===== src/rtl/snn_mem_arbiter_if.sv =====
// Host, core and SRAM-macro signal bundle for snn_mem_arbiter.
// slave = arbiter view; master = requesters plus macro (bench or parent).
interface snn_mem_arbiter_if #(
    parameter int unsigned ADDR_W = 10,
    parameter int unsigned DATA_W = 8
) ();
    logic              host_req;
    logic              host_we;
    logic [ADDR_W-1:0] host_addr;
    logic [DATA_W-1:0] host_wdata;
    logic              host_gnt;
    logic              host_rvalid;
    logic [DATA_W-1:0] host_rdata;

    logic              core_req;
    logic [ADDR_W-1:0] core_addr;
    logic              core_gnt;
    logic              core_rvalid;
    logic [DATA_W-1:0] core_rdata;

    logic              sram_csb;
    logic              sram_web;
    logic [ADDR_W-1:0] sram_addr;
    logic [DATA_W-1:0] sram_din;
    logic [DATA_W-1:0] sram_dout;

    modport slave (
        input  host_req, host_we, host_addr, host_wdata,
        output host_gnt, host_rvalid, host_rdata,
        input  core_req, core_addr,
        output core_gnt, core_rvalid, core_rdata,
        output sram_csb, sram_web, sram_addr, sram_din,
        input  sram_dout
    );

    modport master (
        output host_req, host_we, host_addr, host_wdata,
        input  host_gnt, host_rvalid, host_rdata,
        output core_req, core_addr,
        input  core_gnt, core_rvalid, core_rdata,
        input  sram_csb, sram_web, sram_addr, sram_din,
        output sram_dout
    );
endinterface


===== src/rtl/snn_mem_arbiter.sv =====
// Host/core arbiter for one 1rw SRAM macro: registered pins, tagged 2-cycle read return.
// Optional host starvation guard enabled by defining SNN_ARB_STARVE_GUARD_EN.
module snn_mem_arbiter #(
    parameter int unsigned ADDR_W       = 10,
    parameter int unsigned DATA_W       = 8,
    parameter int unsigned STARVE_LIMIT = 8
) (
    input logic              clk,
    input logic              rst_n,
    input logic              busy_i,
    snn_mem_arbiter_if.slave bus
);

    typedef enum logic [1:0] {StIdle, StHost, StCore} owner_e;

    owner_e            state_q, state_d;
    logic              csb_q, csb_d;
    logic              web_q, web_d;
    logic [ADDR_W-1:0] addr_q, addr_d;
    logic [DATA_W-1:0] din_q, din_d;
    // Tag stage 0 is the read flag; its owner is state_q (owner of the pins).
    logic              rd0_q, rd0_d;
    logic              rd1_q, rd1_d;
    logic              own1_core_q, own1_core_d;
    logic [DATA_W-1:0] host_rdata_q, host_rdata_d;
    logic [DATA_W-1:0] core_rdata_q, core_rdata_d;

    logic host_win;
    logic core_win;
    logic host_starved;

`ifdef SNN_ARB_STARVE_GUARD_EN
    localparam int unsigned CntW = $clog2(STARVE_LIMIT + 1);

    logic [CntW-1:0] starve_cnt_q, starve_cnt_d;

    assign host_starved = (starve_cnt_q >= CntW'(STARVE_LIMIT));

    always_comb begin
        starve_cnt_d = starve_cnt_q;
        if (!bus.host_req || host_win) begin
            starve_cnt_d = '0;
        end else if (!host_starved) begin
            starve_cnt_d = starve_cnt_q + CntW'(1);
        end
    end

    always_ff @(posedge clk or negedge rst_n) begin
        if (!rst_n) begin
            starve_cnt_q <= '0;
        end else begin
            starve_cnt_q <= starve_cnt_d;
        end
    end
`else
    logic unused_starve_limit;

    assign host_starved        = 1'b0;
    assign unused_starve_limit = ^STARVE_LIMIT;
`endif

    always_comb begin
        host_win = bus.host_req && (!bus.core_req || !busy_i || host_starved);
        core_win = bus.core_req && !host_win;
    end

    always_comb begin
        state_d      = StIdle;
        csb_d        = 1'b1;
        web_d        = 1'b1;
        addr_d       = addr_q;
        din_d        = din_q;
        rd0_d        = 1'b0;
        rd1_d        = rd0_q;
        own1_core_d  = (state_q == StCore);
        host_rdata_d = host_rdata_q;
        core_rdata_d = core_rdata_q;

        if (host_win) begin
            state_d = StHost;
            csb_d   = 1'b0;
            web_d   = !bus.host_we;
            addr_d  = bus.host_addr;
            rd0_d   = !bus.host_we;
            if (bus.host_we) begin
                din_d = bus.host_wdata;
            end
        end else if (core_win) begin
            state_d = StCore;
            csb_d   = 1'b0;
            addr_d  = bus.core_addr;
            rd0_d   = 1'b1;
        end

        // Macro dout is valid while the read command sits on the pins.
        if (rd0_q && (state_q == StHost)) begin
            host_rdata_d = bus.sram_dout;
        end
        if (rd0_q && (state_q == StCore)) begin
            core_rdata_d = bus.sram_dout;
        end
    end

    always_ff @(posedge clk or negedge rst_n) begin
        if (!rst_n) begin
            state_q      <= StIdle;
            csb_q        <= 1'b1;
            web_q        <= 1'b1;
            addr_q       <= '0;
            din_q        <= '0;
            rd0_q        <= 1'b0;
            rd1_q        <= 1'b0;
            own1_core_q  <= 1'b0;
            host_rdata_q <= '0;
            core_rdata_q <= '0;
        end else begin
            state_q      <= state_d;
            csb_q        <= csb_d;
            web_q        <= web_d;
            addr_q       <= addr_d;
            din_q        <= din_d;
            rd0_q        <= rd0_d;
            rd1_q        <= rd1_d;
            own1_core_q  <= own1_core_d;
            host_rdata_q <= host_rdata_d;
            core_rdata_q <= core_rdata_d;
        end
    end

    always_comb begin
        bus.host_gnt    = host_win;
        bus.core_gnt    = core_win;
        bus.host_rvalid = rd1_q && !own1_core_q;
        bus.core_rvalid = rd1_q && own1_core_q;
        bus.host_rdata  = host_rdata_q;
        bus.core_rdata  = core_rdata_q;
        bus.sram_csb    = csb_q;
        bus.sram_web    = web_q;
        bus.sram_addr   = addr_q;
        bus.sram_din    = din_q;
    end

endmodule


===== src/flat_wrapper.sv =====
// flat-port wrapper written by rule: the top's interface ports become plain ports
module snn_mem_arbiter_flat 
#(
    parameter int unsigned ADDR_W       = 10,
    parameter int unsigned DATA_W       = 8,
    parameter int unsigned STARVE_LIMIT = 8
)
  (clk, rst_n, busy_i, bus_host_req, bus_host_we, bus_host_addr, bus_host_wdata, bus_host_gnt, bus_host_rvalid, bus_host_rdata, bus_core_req, bus_core_addr, bus_core_gnt, bus_core_rvalid, bus_core_rdata, bus_sram_csb, bus_sram_web, bus_sram_addr, bus_sram_din, bus_sram_dout);
  snn_mem_arbiter_if #(.ADDR_W(ADDR_W), .DATA_W(DATA_W)) bus_i ();
  input logic clk;
  input logic rst_n;
  input logic busy_i;
  input wire logic [$bits(bus_i.host_req)-1:0] bus_host_req;
  input wire logic [$bits(bus_i.host_we)-1:0] bus_host_we;
  input wire logic [$bits(bus_i.host_addr)-1:0] bus_host_addr;
  input wire logic [$bits(bus_i.host_wdata)-1:0] bus_host_wdata;
  output wire logic [$bits(bus_i.host_gnt)-1:0] bus_host_gnt;
  output wire logic [$bits(bus_i.host_rvalid)-1:0] bus_host_rvalid;
  output wire logic [$bits(bus_i.host_rdata)-1:0] bus_host_rdata;
  input wire logic [$bits(bus_i.core_req)-1:0] bus_core_req;
  input wire logic [$bits(bus_i.core_addr)-1:0] bus_core_addr;
  output wire logic [$bits(bus_i.core_gnt)-1:0] bus_core_gnt;
  output wire logic [$bits(bus_i.core_rvalid)-1:0] bus_core_rvalid;
  output wire logic [$bits(bus_i.core_rdata)-1:0] bus_core_rdata;
  output wire logic [$bits(bus_i.sram_csb)-1:0] bus_sram_csb;
  output wire logic [$bits(bus_i.sram_web)-1:0] bus_sram_web;
  output wire logic [$bits(bus_i.sram_addr)-1:0] bus_sram_addr;
  output wire logic [$bits(bus_i.sram_din)-1:0] bus_sram_din;
  input wire logic [$bits(bus_i.sram_dout)-1:0] bus_sram_dout;
  assign bus_i.host_req = bus_host_req;
  assign bus_i.host_we = bus_host_we;
  assign bus_i.host_addr = bus_host_addr;
  assign bus_i.host_wdata = bus_host_wdata;
  assign bus_host_gnt = bus_i.host_gnt;
  assign bus_host_rvalid = bus_i.host_rvalid;
  assign bus_host_rdata = bus_i.host_rdata;
  assign bus_i.core_req = bus_core_req;
  assign bus_i.core_addr = bus_core_addr;
  assign bus_core_gnt = bus_i.core_gnt;
  assign bus_core_rvalid = bus_i.core_rvalid;
  assign bus_core_rdata = bus_i.core_rdata;
  assign bus_sram_csb = bus_i.sram_csb;
  assign bus_sram_web = bus_i.sram_web;
  assign bus_sram_addr = bus_i.sram_addr;
  assign bus_sram_din = bus_i.sram_din;
  assign bus_i.sram_dout = bus_sram_dout;
  snn_mem_arbiter #(.ADDR_W(ADDR_W), .DATA_W(DATA_W), .STARVE_LIMIT(STARVE_LIMIT)) u_core (.clk(clk), .rst_n(rst_n), .busy_i(busy_i), .bus(bus_i));
endmodule

===== config.mk =====
export PLATFORM = sky130hd
export DESIGN_NAME = snn_mem_arbiter_flat
export DESIGN_NICKNAME = d
export VERILOG_FILES = /design/src/rtl/snn_mem_arbiter_if.sv /design/src/rtl/snn_mem_arbiter.sv /design/src/flat_wrapper.sv
export SDC_FILE = /design/constraint.sdc
export NUM_CORES = 1
export LEC_CHECK = 0
export ABC_CLOCK_PERIOD_IN_PS = 1600
export BUFFER_PORTS_ARGS = -buffer_cell sky130_fd_sc_hd__buf_2
export CAP_MARGIN = 20
export CORE_MARGIN = 4
export CORE_UTILIZATION = 44
export DETAILED_ROUTE_END_ITERATION = 10
export PLACE_DENSITY = 0.77
export SLEW_MARGIN = 20
export SYNTH_ARGS = -nofsm -noshare
export SYNTH_HDL_FRONTEND = slang
export SYNTH_SLANG_ARGS = --single-unit

===== constraint.sdc =====
create_clock -name clk -period 1.6 [get_ports clk]
set_clock_uncertainty 0.2 [all_clocks]
set_input_delay 0.08 -clock clk [delete_from_list [all_inputs] [get_ports clk]]
set_output_delay 0.08 -clock clk [all_outputs]
set_load 0.05 [all_outputs]

# After elaboration in Yosys (flattened, before gate mapping)
# Cells that the tools add are included.
# word_totals
regBits	41
latchBits	0
ram_bits	0
rom_bits	0
inputBits	42
output_inout_bits	40
elab_cells	35
n_memories	0
# classes
n_addsub	0
multipliers	0
div	0
n_lt_le_gt_ge	0
eq_ne	2
n_shift	0
mux	9
bitwise	0
n_reduce_logical	14
# op_table
op	count
$mux 10	2
$logic_and 1x1->1	6
$logic_not 1->1	5
$mux 1	5
$mux 2	2
$eq 2x1->1 const B	1
$eq 2x2->1 const B	1
$reduce_and 2->1	1
$reduce_bool 2->1	1
$logic_or 1x1->1	1

# Longest topological paths before layout
# depth
ltp_word	7
depth_mapped	4
depth_no_buf	3

# Worst setup path before layout
# OpenSTA, ideal clock, no wires.
# synth_timing
path_type	reg-to-reg
from	reg, netlist name u_core.bus.sram_addr[9]
to	reg u_core.addr_q[9], in the netlist u_core.bus.sram_addr[9]
setup_ns	0.123
arrival_ns	1.099
required_ns	1.277
slack_ns	0.178
path_stages_with_launch	4
n_path_buf	0
period_less_slack_ns	1.422
path_cell_list	dfrtp_1 nor2b_1 a211o_1 o221a_1
# synth_lines
element	line	source
end signal: assignment	snn_mem_arbiter.sv:120	addr_q <= addr_d;
end: declaration	snn_mem_arbiter.sv:19	logic [ADDR_W-1:0] addr_q, addr_d;

# Worst setup path after layout
# layout_timing
from	in bus_host_wdata[5]
to	reg u_core.din_q[5], in the netlist u_core.bus.sram_din[5]
# layout_lines
element	line	source
start: declaration	flat_wrapper.sv:16	input wire logic [$bits(bus_i.host_wdata)-1:0] bus_host_wdata;
end signal: assignment	snn_mem_arbiter.sv:121	din_q <= din_d;
end: declaration	snn_mem_arbiter.sv:20	logic [DATA_W-1:0] din_q, din_d;
# No word-level cell between the ends.

==> impl_summary.md <==
Outcome
The flow ran to the end, and the final reports show no timing, DRC or antenna violations.

Global route
The number of antenna violations at the first check in global routing came to 0. The number of global-route vias before repair is approximately 1,500. The first global-routing pass estimated ~7000 um of wire. Across every metal layer, demand over resource in global routing totals 20.9%. The total overflow left after global routing is 0. Entering global routing, the biggest net connects 42 pins.

Synthesis
The cell count after synthesis came out at around 110. The flop and latch count out of synthesis is 41. The post-synth design cell area is roughly 1600 um^2. Summing the areas of all fa, ha and maj instances in the mapped netlist gives 0% of the synthesized area. The share of synthesized flip-flops with an asynchronous set or reset is 100%. Summing the areas of all compound-gate instances in the mapped netlist gives 7.22% of the synthesized area. The mux cell area share after synthesis is about a fifth. The total number of yosys warnings is 0. After synthesis, flip-flops and latches occupy 64.5% of the total area.

Summed over its instances, the top area cell type makes up 61.2% of the synthesized netlist area. The number of enable flip-flop cells after synthesis is 0. The simple-gate portion of the synthesized area is 8.08%. The most used flip-flop cell after synthesis is dfrtp_1. Ranked by total cell area, the synthesized netlist is headed by dfrtp_1 61%, mux2_2 11%, mux2_4 7.5%. When the netlist entered floorplanning its net count stood at 153. Of all cell types, the one taking the most synthesized area is dfrtp_1. After synthesis, the mean cell area works out to approximately 14 um^2. Of the total synthesized cell area, the portion taken by XOR and XNOR cells is 0%. The number of different library cells used by synthesis comes to 19.

By area, the combinational part of the netlist is dominated by multiplexers.

Floorplan
The initial cell density of the core is between 40 and 50%. The height of the die is around 68 um. After floorplanning, the core was sized to cover 3420 um^2. The floorplan step set the die width to ~68 um. The floorplan step defined a die boundary enclosing roughly 4600 um^2.

The number of I/O pins is approximately 80. After floorplanning, the core was divided into 21 placement rows.

Power and ir drop
Across the VDD grid, the largest voltage drop is 0.581 mV. For this design the ratio of total power to cell area is 1200 nW/um^2. In this run the static leakage power is ~1.3 nW.

The total power of the final layout is ~3.1 mW.

CTS
The root buffer selected by CTS is clkbuf_4. Hold repair after CTS inserted 47 buffers. The number of setup buffers added after CTS is 0. The number of clock buffers added by TritonCTS is 5.

Clock-pin slew was measured on the worst setup and hold paths at ~0.11 ns. The level count of the clock H-tree is 2. The number of resized instances in the post-cts repair step is 0. The clock latency at the later pin of the worst-skew pair is around 0.33 ns. Counting along the longest clock path gives a buffer depth of 2. The TritonCTS clock tree is yes. The number of clock sinks seen by CTS is slightly above 40.

Worst setup path
STA puts the critical path data required time at approximately 1.6 ns. The beginning of the critical path is bus_host_wdata[5]. Counting cells, the worst reg-to-reg path comes to 2. The launching point of the worst reg2reg path is u_core.bus.sram_din[4]$_DFFE_PN0P_. The worst setup path is launched from an input pin.

The category of the most critical setup path is in -> reg. The worst setup path is captured at a flip-flop. The endpoint of the worst-slack reg-to-reg timing path is u_core.bus.sram_din[4]$_DFFE_PN0P_. The signal arrival time at the worst endpoint is approximately 1.6 ns.

The flop-to-flop setup slack is 0.06 ns. Of all nets on the critical path, the largest fanout is 1.

Finish
The number of nets in the finished design is 287. From synthesis to final layout, the design area changed by 63.0%. Counting the fill cells in the layout gives 236. The finished layout holds 292 standard cells, fillers aside. With fillers left out, the area of the finished cells amounts to between 2000 and 3000 um^2.

The fraction of final layout cells sized beyond drive strength 1 is 48.4%. 0 antenna diodes ended up in the layout.

Drt
The detailed-route DRC error count is 0. In the final routed layout, each cell accounts on average for around 15 um. The remaining number of nets flagged by the antenna check after routing is 0.

The number of iterations in the first detailed-routing pass is 4. The routed layout has about 1,400 vias. In this run, the number of DRC markers left after iteration 0 of detailed routing was 46.

The average vias per placed instance is 4.84. The detailed-route wire length is 4370 um.

Worst hold path
The worst hold path begins at bus_host_we. Counting instances, the worst hold path has a depth of 3. The type of the worst min-delay path is in -> reg.

The worst hold path terminates at u_core.bus.sram_din[0]$_DFFE_PN0P_.

STA
Setup violations remaining at the end of the flow were counted as 0. Setup repair after global routing left no endpoint under its margin. Static timing analysis puts the maximum clock frequency at ~0.64 GHz. The minimum hold slack is 0.0282 ns. The final worst-path cycle share is 97.8%. The number of slew-limit violations in the final report is 0. The worst slew margin relative to its limit is 55.8%. The transition time at the pin with the least slew margin is between 0.6 and 0.7 ns. The final hold violation count is 0.

The final period demand of the worst path is about 1.6 ns. Setup total negative slack on the finished layout was measured at 0 ns.

Run
The number of max-cap violations is 0.

Placed design
After detailed placement, the design holds a cell count of between 200 and 250. The count of buffers inserted at the top-level ports is 81. At the end of routability-driven placement, the weighted congestion stood at ~0.76. The HPWL after detailed placement is 2790 um.

The placed instances occupy a cell area of between 2000 and 2500 um^2.
## worst max-delay path, stage by stage
cell and delay [ns]:
dlygate4sd3_1 0.55, buf_2 0.13, mux2_4 0.27, dlygate4sd3_1 0.56
## Yosys cell counts (2+ instances only)
library cell / n
mux2_4: 8
a32oi_1: 9
dfrtp_1: 39
inv_1: 2
mux2_2: 16
nand2_1: 20
buf_2: 2
nor2b_1: 3
dfstp_2: 2
## cells in the final DEF, fill, tap and decap left out
cell,Yosys,layout
buf_2,2,81
dlygate4sd3_1,0,47
dfrtp_1,39,39
nand2_1,20,20
mux2_2,16,16
a32oi_1,9,9
mux2_4,8,8
clkbuf_4,0,5
nor2b_1,3,3
inv_1,2,2
clkbuf_8,0,2
buf_4,0,2
dfstp_2,2,2
a21boi_2,1,1
nand2b_1,1,1
and2_1,1,1
o21ai_0,1,1
nor2_1,1,1
nand2_4,1,1
a211o_1,1,1
o221a_1,1,1
nand3b_1,1,1
clkinv_2,0,1
## final cells by class
type | count | area (um^2) | share of cell area, %
Timing Repair Buffer | 130 | 891 | 34.3
Tap cell | 46 | 57.6 | 2.21
Clock buffer | 7 | 65.1 | 2.50
Clock inverter | 1 | 5.00 | 0.193
Inverter | 2 | 7.51 | 0.289
Multi-Input combinational cell | 65 | 544 | 20.9
Sequential cell | 41 | 1030 | 39.6
## report_power, final
group | switching, mW | leakage, nW | internal, mW
sequential | 0.0886 | 0.483 | 1.21
clock | 0.317 | 0.0413 | 0.255
combinational | 0.846 | 0.795 | 0.415
total | 1.25 | 1.32 | 1.88
## cell families (layout without fill, tap and decap cells)
logic type,count (synthesis),in the layout
flops,41,41
simple gates,28,28
mux,24,24
compound gates,13,13
buf+inv,5,140
## worst max-delay path by stage
stage / end
after global routing: u_core.bus.sram_addr[7]$_DFFE_PN0P_
after floorplan: u_core.bus.sram_addr[9]$_DFFE_PN0P_
after global placement: u_core.bus.core_rdata[5]$_DFFE_PN0P_
after CTS: u_core.bus.sram_din[6]$_DFFE_PN0P_
final: u_core.bus.sram_din[5]$_DFFE_PN0P_
after detailed placement: u_core.bus.core_rdata[7]$_DFFE_PN0P_
## per-stage QoR
| step | setup slack (ns) | util [%] |
|---|---|---|
| 5_1_grt | 0.0337 | 76.1 |
| 6_report | 0.0346 | 76.1 |
| 3_3_place_gp | 0.175 | 60.3 |
| 2_1_floorplan | 0.178 | - |
| 3_5_place_dp | 0.136 | 60.3 |
| 4_1_cts | 0.0753 | 76.1 |
## layer usage
| metal | part of all wire (%) | GRT usage [%] |
|---|---|---|
| met2 | 53 | 37.7 |
| met1 | 38 | 23.5 |
| met5 | 0 | 0 |
| met3 | 7.8 | 5.91 |
| met4 | 1.2 | 6.70 |
## registers in the layout (all words and copies together), names as in the netlist
signal and count:
u_core.bus.core_rdata 8, u_core.bus.host_rdata 8, u_core.bus.sram_addr 10, u_core.bus.sram_csb 1, u_core.bus.sram_din 8, u_core.bus.sram_web 1
u_core.own1_core_q 1, u_core.rd0_q 1, u_core.rd1_q 1, u_core.state_q 2
Note: power is estimated with default switching activity, not from simulation.
